### src/rtl/multicycle_control.sv
// Multicycle MIPS-style main control FSM. Outputs are registered from the next-state decode.
// Define MULTICYCLE_JUMP_EN to include the JUMP state and the j opcode (000010).
module multicycle_control (
    input  logic       clk,
    input  logic       reset,
    input  logic [5:0] Op,
    input  logic       Zero,
    output logic       IorD,
    output logic       MemWrite,
    output logic       IRWrite,
    output logic       RegDst,
    output logic       MemtoReg,
    output logic       Reg_write_in,
    output logic       ALUSrcA,
    output logic [1:0] ALUSrcB,
    output logic [1:0] ALUOp,
    output logic [1:0] PCSrc,
    output logic       Branch,
    output logic       PCWrite,
    output logic       PCEn,
    output logic [3:0] State
);

    typedef enum logic [3:0] {
        FETCH   = 4'd0,
        DECODE  = 4'd1,
        MEMADR  = 4'd2,
        MEMRD   = 4'd3,
        MEMWB   = 4'd4,
        MEMWR   = 4'd5,
        EXECUTE = 4'd6,
        ALUWB   = 4'd7,
        BRANCH  = 4'd8,
        ADDIEX  = 4'd9,
        ADDIWB  = 4'd10,
        JUMP    = 4'd11
    } state_t;

    typedef struct packed {
        logic       iord;
        logic       mem_write;
        logic       ir_write;
        logic       reg_dst;
        logic       mem_to_reg;
        logic       reg_write;
        logic       alu_src_a;
        logic [1:0] alu_src_b;
        logic [1:0] alu_op;
        logic [1:0] pc_src;
        logic       branch;
        logic       pc_write;
    } ctrl_t;

    localparam logic [5:0] OP_LW    = 6'b100011;
    localparam logic [5:0] OP_SW    = 6'b101011;
    localparam logic [5:0] OP_RTYPE = 6'b000000;
    localparam logic [5:0] OP_BEQ   = 6'b000100;
    localparam logic [5:0] OP_ADDI  = 6'b001000;
    localparam logic [5:0] OP_J     = 6'b000010;

    state_t state;
    ctrl_t  ctrl;

    function automatic state_t next_state(input state_t s, input logic [5:0] op);
        state_t n;
        n = FETCH;
        case (s)
            FETCH:   n = DECODE;
            DECODE: begin
                case (op)
                    OP_LW, OP_SW: n = MEMADR;
                    OP_RTYPE:     n = EXECUTE;
                    OP_BEQ:       n = BRANCH;
                    OP_ADDI:      n = ADDIEX;
`ifdef MULTICYCLE_JUMP_EN
                    OP_J:         n = JUMP;
`endif
                    default:      n = FETCH;
                endcase
            end
            MEMADR:  n = (op == OP_LW) ? MEMRD : MEMWR;
            MEMRD:   n = MEMWB;
            EXECUTE: n = ALUWB;
            ADDIEX:  n = ADDIWB;
            // Terminal states and any illegal code all return to FETCH.
            default: n = FETCH;
        endcase
        return n;
    endfunction

    function automatic ctrl_t decode(input state_t s);
        ctrl_t c;
        c = '0;
        case (s)
            FETCH: begin
                c.ir_write  = 1'b1;
                c.pc_write  = 1'b1;
                c.alu_src_b = 2'b01;
            end
            DECODE:  c.alu_src_b = 2'b11;
            MEMADR, ADDIEX: begin
                c.alu_src_a = 1'b1;
                c.alu_src_b = 2'b10;
            end
            MEMRD:   c.iord = 1'b1;
            MEMWR: begin
                c.iord      = 1'b1;
                c.mem_write = 1'b1;
            end
            MEMWB: begin
                c.mem_to_reg = 1'b1;
                c.reg_write  = 1'b1;
            end
            EXECUTE: begin
                c.alu_src_a = 1'b1;
                c.alu_op    = 2'b10;
            end
            ALUWB: begin
                c.reg_dst   = 1'b1;
                c.reg_write = 1'b1;
            end
            ADDIWB:  c.reg_write = 1'b1;
            BRANCH: begin
                c.alu_src_a = 1'b1;
                c.alu_op    = 2'b01;
                c.pc_src    = 2'b01;
                c.branch    = 1'b1;
            end
`ifdef MULTICYCLE_JUMP_EN
            JUMP: begin
                c.pc_src   = 2'b10;
                c.pc_write = 1'b1;
            end
`endif
            default: c = '0;
        endcase
        return c;
    endfunction

    always_ff @(posedge clk or posedge reset) begin
        if (reset) begin
            state <= FETCH;
            ctrl  <= decode(FETCH);
        end else begin
            state <= next_state(state, Op);
            ctrl  <= decode(next_state(state, Op));
        end
    end

    // FETCH outputs are preloaded during reset; write enables stay masked until release.
    assign IorD         = ctrl.iord;
    assign MemWrite     = ctrl.mem_write & ~reset;
    assign IRWrite      = ctrl.ir_write  & ~reset;
    assign RegDst       = ctrl.reg_dst;
    assign MemtoReg     = ctrl.mem_to_reg;
    assign Reg_write_in = ctrl.reg_write & ~reset;
    assign ALUSrcA      = ctrl.alu_src_a;
    assign ALUSrcB      = ctrl.alu_src_b;
    assign ALUOp        = ctrl.alu_op;
    assign PCSrc        = ctrl.pc_src;
    assign Branch       = ctrl.branch;
    assign PCWrite      = ctrl.pc_write & ~reset;
    assign PCEn         = (ctrl.pc_write | (ctrl.branch & Zero)) & ~reset;
    assign State        = state;

endmodule

### config.mk
export PLATFORM = sky130hd
export DESIGN_NAME = multicycle_control
export DESIGN_NICKNAME = d
export VERILOG_FILES = /design/src/rtl/multicycle_control.sv
export SDC_FILE = /design/constraint.sdc
export NUM_CORES = 1
export LEC_CHECK = 0
export BUFFER_PORTS_ARGS = -buffer_cell sky130_fd_sc_hd__buf_2
export CORE_MARGIN = 2
export CORE_UTILIZATION = 50
export CTS_CLUSTER_DIAMETER = 50
export DETAILED_ROUTE_END_ITERATION = 16
export GPL_TIMING_DRIVEN = 0
export HOLD_SLACK_MARGIN = 0.05
export PLACE_DENSITY_LB_ADDON = 0.1
export REMOVE_ABC_BUFFERS = 1
export SLEW_MARGIN = 20
export SYNTH_ARGS = -nofsm -noshare
export SYNTH_HDL_FRONTEND = slang
export SYNTH_SLANG_ARGS = --single-unit
### constraint.sdc
create_clock -name clk -period 5.3 [get_ports clk]
set_input_delay 0.795 -clock clk [delete_from_list [all_inputs] [get_ports clk]]
set_output_delay 0.795 -clock clk [all_outputs]
set_load 0.05 [all_outputs]
==> results of run 1 <==
-- layout make-up --
| class | instances | area (um^2) |
|---|---|---|
| multi-input cells | 45 | 329 |
| inverters | 5 | 18.8 |
| repair buffers | 27 | 135 |
| flip-flops and latches | 15 | 378 |
| fillers | 135 | 582 |
| clock buffers | 4 | 26.3 |
| well taps | 16 | 20.0 |
-- stage by stage --
stage / hold WS, ns / util
2_1_floorplan: 0.695 / -
3_3_place_gp: 0.599 / 0.592
3_5_place_dp: 0.596 / 0.592
4_1_cts: 0.593 / 0.609
5_1_grt: 0.629 / 0.609
6_report: 0.587 / 0.609
-- Yosys cell counts --
cell type	number	area, um^2
xor2_1	1	8.76
nor3b_1	1	7.51
nand4bb_1	2	22.5
and3_1	3	18.8
o311ai_0	1	8.76
dfrtp_1	13	325
o31a_2	1	10.0
nand3_1	3	15.0
nor2b_1	3	18.8
a21oi_1	3	15.0
o21ai_0	1	5.00
a21boi_0	1	7.51
or3b_2	1	8.76
dfstp_2	2	52.6
nand2_1	1	3.75
nor4_1	1	6.26
a221o_1	1	10.0
or3_2	1	7.51
o22ai_1	1	6.26
clkbuf_1	1	3.75
buf_2	1	5.00
nand4b_4	1	23.8
nor2_1	6	22.5
conb_1	1	3.75
nor4b_2	1	15.0
buf_4	7	52.6
nor4_2	1	12.5
o31ai_1	1	7.51
a2111oi_0	1	8.76
inv_1	5	18.8
a311o_1	1	10.0
a31o_1	1	8.76
or4_1	2	15.0
nand2b_1	2	12.5
xnor2_1	1	8.76
-- routing by layer --
metal | wire length [um] | global-route usage
met5 | 0 | 0
met4 | 31 | 0.103
met2 | 693 | 0.253
met3 | 92 | 0.0625
met1 | 628 | 0.222
-- power groups by stage --
stage | Clock, uW | Combinational [uW] | Sequential [uW]
floorplan | 0 | 84.1 | 209
global placement | 0 | 172 | 159
detailed placement | 0 | 172 | 160
CTS | 63.9 | 173 | 157
global route | 69.7 | 183 | 162
finish | 61.6 | 172 | 158
-- state kept, by name, summed over array words and instances (netlist names) --
name / cells
ALUOp: 1
RegDst: 1
MemtoReg: 1
IorD: 1
ctrl: 3
PCSrc: 1
State: 4
ALUSrcA: 1
ALUSrcB: 2
-- path summary, 6_finish.rpt --
path / startpoint / end / depth (start not counted)
worst max-delay path: reset / IRWrite / 3
worst min-delay path: reset / State[0] / 2
worst max register to register: State[0] / ALUSrcA / 4
worst min register to register: State[3] / ctrl[9] / 1
max in group asynchronous: reset / ALUSrcB[0] / 2
min in group clk: State[3] / ctrl[9] / 1
-- kinds of logic after synthesis --
logic type | count (synthesis)
AO/OA/AOI/OAI | 13
XOR/XNOR | 2
buffers and inverters | 14
flip-flops | 15
other | 1
AND/OR/NAND/NOR | 29
-- layout by cell type (no fill, tap or decap), drive strengths merged, types with 2 or more instances in the layout --
cell	instances
dfstp	2
nand3	3
buf	27
or4	2
a21oi	3
nor2b	3
nand2b	2
nand4bb	2
nor4	2
dfrtp	13
and3	3
inv	5
clkbuf	4
nor2	6
==> metrics.cfg, run 1 <==
[power]
p_seq_frac=0.403
switching_share=0.445
p_switching_uw=174
leakagePower_uw=0.000482
ir_drop_uv=224
pwr-share-comb=0.440
p_total_uw=391
intPower_uw=217
power_density_nw_per_um2=431
pwr-share-clk=0.157

[yosys]
synthAdderAreaFrac=0
synth_area_um2=787
synth_cells=74
synth-simple-area-share=0.267
synth.mux.area_fraction=0
synth-seq-area-share=0.480
synth_cell_type_count=35
synth_seq_cells=15
synth-compound-area-share=0.124
synth_area_per_cell_um2=10.6
synth_xor_area_frac=0.0223
synth_top_family_by_area=simple AND/OR/NAND/NOR gates
yosysWarnings=0

[clock_network]
clock_sinks=15
clock_latency_ns=0.28
cts-root-buf=clkbuf_4
clk_pin_slew_ns=0.08
cts_buffers=3
cts_tree=done
ctsHoldBuffers=0
cts-resized-gates=0
cts_setup_buffers=0
htreeDepth=1
clock_path_buffers=2

[run_status]
status=completed

[global_routing]
antenna_found_initial=0
grt_pass1_vias=527
grt_pass1_wl_um=2360
grt_start_max_net_pins=16
grt_remaining_overflow=0
grt_util_all_layers=0.174

[sta]
worst_slew_pin_slew_ns=0.566
max_freq_mhz=474
fin_crit_ns=2.11
slew_violations=0
max_slew_margin=0.619
rsz0062_at_grt=no
finalHoldViolCount=0
finalCritPeriodShare=0.398
setup_violations=0
layout_setup_ws_ns=3.19
skew_ns=0.00394
fin_tns_setup_ns=0

[detailed_routing]
routed_wl_um=1450
via_per_inst=5.53
drt_iter0_drc=17
wl_per_cell_um=12.9
ant_nets=0
firstDrtPassIters=4
vias=619
drc_errors=0

[placed_design]
place_congestion=0.892
dp.cells=108
pre_cts_slack_ns=3.02
dpl_cell_area_um2=881
dp_hpwl_um=1090
port_buffers=27

[floorplan]
dieArea_um2=1910
io_pins=29
start_util=0.529
die_w_um=43.7
die_h_um=43.7
core_area_um2=1490
rows=14

[setup_path]
crit_top_cell=buf_2
critPathMaxStageDelay_ns=0.27
critPathBufInv=2
path_cells=buf_2 -> nor2b_1 -> buf_2
slowest_stage=buf_2
crit_fanout=5
worstSetupStartpointType=primary input
arrival_ns=1.32
worstPathRequired_ns=4.51
reg2reg_slack_ns=3.42
worstSetupPathType=primary input to primary output
end_kind=primary output
worst_path_dominant_cell_family=buffers and inverters

[final_layout]
instances_no_fill=112
finalNetCount=106
syn2layout_area_growth_pct=15.3
final_area_um2=907
antennaDiodeCount=0
drive_above_1_share=0.396

[run]
maxCapViolations=0

[hold_path]
hold_path.class=primary input to async pin

Power figures use the tool's default switching activity.
==> run 2: changes to the inputs <==
Settings changed: CORE_ASPECT_RATIO from default to 0.8, CORE_UTILIZATION 50 to 47.
Clock period 5.3 ns to 2.1 ns, I/O delays scaled along.
==> run 2 against run 1 <==
  * Cell count grew 5.4%
  * Worst hold slack lost 0.49 ns
  * Total power grew to 2.5 times the previous value
  * Global-route usage shrank 0.72 points
  * Core utilization fell by 3.5 points
  * Register-to-register slack got worse by 3.3 ns
  * Count of clock-buffer cells in the layout decreased by 1
  * Sequential power rose to 2.5 times the previous value
  * Clock skew increased by 0.0016 ns
  * Sequential share of layout area is 0.40 points lower
  * Clock power grew to 2.6 times the previous value
  * Critical endpoint is now ALUSrcA
==> metrics.cfg, run 2 (synthesis gave the netlist of run 1 again) <==
[final_layout]
layout_common_cells=buf_2 (27), dfrtp_1 (13), nor2_1 (6)
final_common_cell=buf_2
instances_no_fill=118
largest_register_ffs=4
finalNetCount=106
syn2layout_area_growth_pct=16.4
antennaDiodeCount=0
drive_above_1_share=0.406

[clock_network]
cts_setup_buffers=0
clock_path_buffers=2
htreeDepth=1
cts_tree=done
cts-root-buf=clkbuf_4
ctsHoldBuffers=0
cts-resized-gates=0
cts_buffers=3
clk_pin_slew_ns=0.09
clock_sinks=15
clock_latency_ns=0.28

[run]
maxCapViolations=0

[setup_path]
crit_fanout=13
worstSetupStartpointType=register
worstPathRequired_ns=2.27
arrival_ns=2.10
reg2reg_slack_ns=0.17
worstSetupPathType=register to register
end_kind=register

[placed_design]
dp.cells=114
dp_hpwl_um=1140
port_buffers=27
place_congestion=0.793

[sta]
fin_tns_setup_ns=0
rsz0062_at_grt=no
worst_hold_slack_ns=0.101
slew_violations=0
finalCritPeriodShare=0.920
max_freq_mhz=518
skew_ns=0.00553
setup_violations=0
fin_crit_ns=1.93
worst_slew_pin_slew_ns=0.590
max_slew_margin=0.603
finalHoldViolCount=0

[floorplan]
io_pins=29
die_h_um=40.6
dieArea_um2=2020
rows=13
start_util=0.494
core_area_um2=1590
die_w_um=49.8

[power]
leakagePower_uw=0.000485
pwr-share-clk=0.160
ir_drop_uv=601
switching_share=0.451
pwr-share-comb=0.440
p_switching_uw=448
intPower_uw=545
power_density_nw_per_um2=1080
p_seq_frac=0.400

[detailed_routing]
drc_errors=0
routed_wl_um=1440
ant_nets=0
via_per_inst=5.28
firstDrtPassIters=5
drt_iter0_drc=9
vias=623
wl_per_cell_um=12.2

[global_routing]
grt_pass1_vias=511
grt_util_all_layers=0.167
grt_remaining_overflow=0
grt_pass1_wl_um=2370
antenna_found_initial=0
grt_start_max_net_pins=16

[run_status]
status=completed

[hold_path]
hold_path.class=primary input to async pin

==> run 2: cell count changes in the layout (fill, tap and decap cells not counted), sizes merged <==
cell	previous run	this run
clkinv	0	1
clkbuf	4	3
==> run 2: layout make-up <==
class | count | area [um^2]
fill | 147 | 678
sequential | 15 | 378
multi-input combinational | 45 | 329
timing repair buffer | 27 | 135
tap | 22 | 27.5
clock buffer | 3 | 22.5
inverter | 5 | 18.8
clock inverter | 1 | 5.00
==> run 2: critical path: stages (launching register included) <==
cell	delay (ns)
dfrtp_1	0.56
or3b_2	0.49
o311ai_0	0.38
a21oi_1	0.17
a31o_1	0.24
==> run 2: power by group through the flow <==
stage	Combinational [uW]	Clock (uW)	Sequential [uW]
floorplan	212	0	526
global placement	434	0	403
detailed placement	438	0	403
CTS	439	164	398
global route	468	179	410
finish	437	159	397
==> run 2: routing by layer <==
metal / wire length [um] / share of wire / track usage
met1: 633 / 0.44 / 0.214
met2: 696 / 0.49 / 0.277
met3: 97 / 0.068 / 0.0560
met4: 8 / 0.0056 / 0.0417
met5: 0 / 0 / 0
==> run 2: worst paths after layout <==
path                            cells after the start  startpoint    endpoint
max in group asynchronous                           2       reset  ALUSrcB[0]
worst min register to register                      1    State[3]     ctrl[9]
min in group clk                                    2       Op[4]    ALUOp[1]
worst min-delay path                                2       reset     ctrl[9]
worst max register to register                      4    State[0]     ALUSrcA
worst max-delay path                                4    State[0]     ALUSrcA
==> run 2: metrics by stage <==
step                      setup slack [ns]  cell area (um^2)   util  total power, uW
after floorplan                     -0.267               726      -              738
after global placement               0.161               888  0.557              837
after detailed placement             0.168               888  0.557              842
after CTS                            0.154               916  0.575             1000
after global routing               0.00180               916  0.575             1060
final                                0.168               916  0.575              993
==> run 3: changes to the inputs <==
Settings changed: CORE_ASPECT_RATIO 0.8 to 1.25, REMOVE_ABC_BUFFERS 1 to default.
==> run 3 against run 2 <==
  * Die area stayed put
  * Clock skew is 0.00054 ns higher
  * Global-route usage grew 1.7 points
  * Register-to-register slack better by 0.02 ns
  * Combinational power is 15% higher
  * Total power is 4.6% higher
  * Count of clock-buffer cells in the layout is the same
  * Worst hold slack got worse by 0.014 ns
  * Critical path depth is 1 higher
  * Highest routed layer unchanged
  * Largest cell class unchanged
  * Sequential power is 6.3% lower
  * Largest power group unchanged
==> metrics.cfg, run 3 (synthesis gave the netlist of run 1 again) <==
[run_status]
status=completed

[yosys]
synthesis.nets=83

[placed_design]
dp_hpwl_um=1120
place_congestion=0.796
port_buffers=27

[final_layout]
drive_above_1_share=0.448
antennaDiodeCount=0
seq_area_um2=378
layout_common_cells=buf_2 (28), dfrtp_1 (13), buf_4 (7)
syn2layout_area_growth_pct=23.5
nFillCells=149
multi_input_area_um2=329
final_common_cell=buf_2
finalNetCount=115
largest_register_ffs=4

[floorplan]
start_util=0.504
dieArea_um2=2020
core_area_um2=1560
rows=16
die_h_um=49.8
die_w_um=40.6
io_pins=29

[setup_path]
end_kind=register
arrival_ns=2.10
worstSetupPathType=register to register
worstSetupStartpointType=register
crit_fanout=10
worstPathRequired_ns=2.29

[sta]
worst_hold_slack_ns=0.0867
max_slew_margin=0.602
finalHoldViolCount=0
fin_crit_ns=1.91
setup_violations=0
worst_slew_pin_slew_ns=0.591
max_freq_mhz=522
fin_tns_setup_ns=0
slew_violations=0
rsz0062_at_grt=no
skew_ns=0.00607
finalCritPeriodShare=0.911

[clock_network]
cts-resized-gates=0
clock_path_buffers=2
ctsHoldBuffers=0
cts-root-buf=clkbuf_4
cts_setup_buffers=0
clk_pin_slew_ns=0.09
cts_buffers=3
clock_latency_ns=0.29
htreeDepth=1
cts_tree=done
clock_sinks=15

[detailed_routing]
wl_per_cell_um=12.2
firstDrtPassIters=2
ant_nets=0
vias=636
drc_errors=0
via_per_inst=5.17
drt_iter0_drc=8
routed_wl_um=1500

[global_routing]
grt_start_max_net_pins=16
grt_util_all_layers=0.184
grt_pass1_wl_um=2510
grt_pass1_vias=607
grt_remaining_overflow=0
antenna_found_initial=0

[run]
maxCapViolations=0

[hold_path]
hold_path.class=primary input to async pin

[power]
ir_drop_uv=657
power_density_nw_per_um2=1070
leakagePower_uw=0.000526

## run 3: area by class of cell
class                      count  area share
buffer                         9      0.0631
clock buffer                   3      0.0232
clock inverter                 1     0.00515
inverter                       5      0.0193
multi-input combinational     45       0.338
sequential                    15       0.389
tap                           18      0.0232
timing repair buffer          27       0.139
## run 3: worst paths after layout
path | cells after the start | slack [ns] | from | to
max | 5 | 0.19 | State[1] | ALUSrcA
min | 2 | 0.09 | reset | ctrl[9]
max in group asynchronous | 2 | 1.65 | reset | ALUSrcB[0]
min reg2reg | 1 | 0.61 | State[3] | ctrl[9]
max reg2reg | 5 | 0.19 | State[1] | ALUSrcA
min in group clk | 2 | 0.26 | Op[4] | ALUOp[1]
## run 3: per-layer routing
layer | vias up | global-route usage | share of wire
met2 | 27 | 0.286 | 0.51
met3 | 6 | 0.0270 | 0.070
met5 | - | 0 | 0
met1 | 281 | 0.215 | 0.38
met4 | 0 | 0.133 | 0.039
li1 | 322 | - | -
## run 3: report_power, final
| group | total [uW] | internal (uW) | switching [uW] |
|---|---|---|---|
| combinational | 503 | 163 | 340 |
| clock | 164 | 70.8 | 93.3 |
| sequential | 372 | 347 | 25.5 |
| total | 1040 | 580 | 459 |
## run 3: metrics by stage
step                std cells  utilization  total power [uW]  cell area, um^2  setup WS, ns
finish                    123        0.623              1040              972         0.186
global route              123        0.623              1110              972         0.107
CTS                       123        0.623              1050              972         0.201
detailed placement        119        0.605               883              945         0.235
global placement          119        0.605               877              945         0.218
floorplan                  74            -               781              787         0.144
## run 3: critical path: stages (launching register included)
cell and delay, ns:
dfrtp_1 0.39, clkbuf_1 0.21, or3b_2 0.50, o311ai_0 0.32, a21oi_1 0.16, a31o_1 0.23
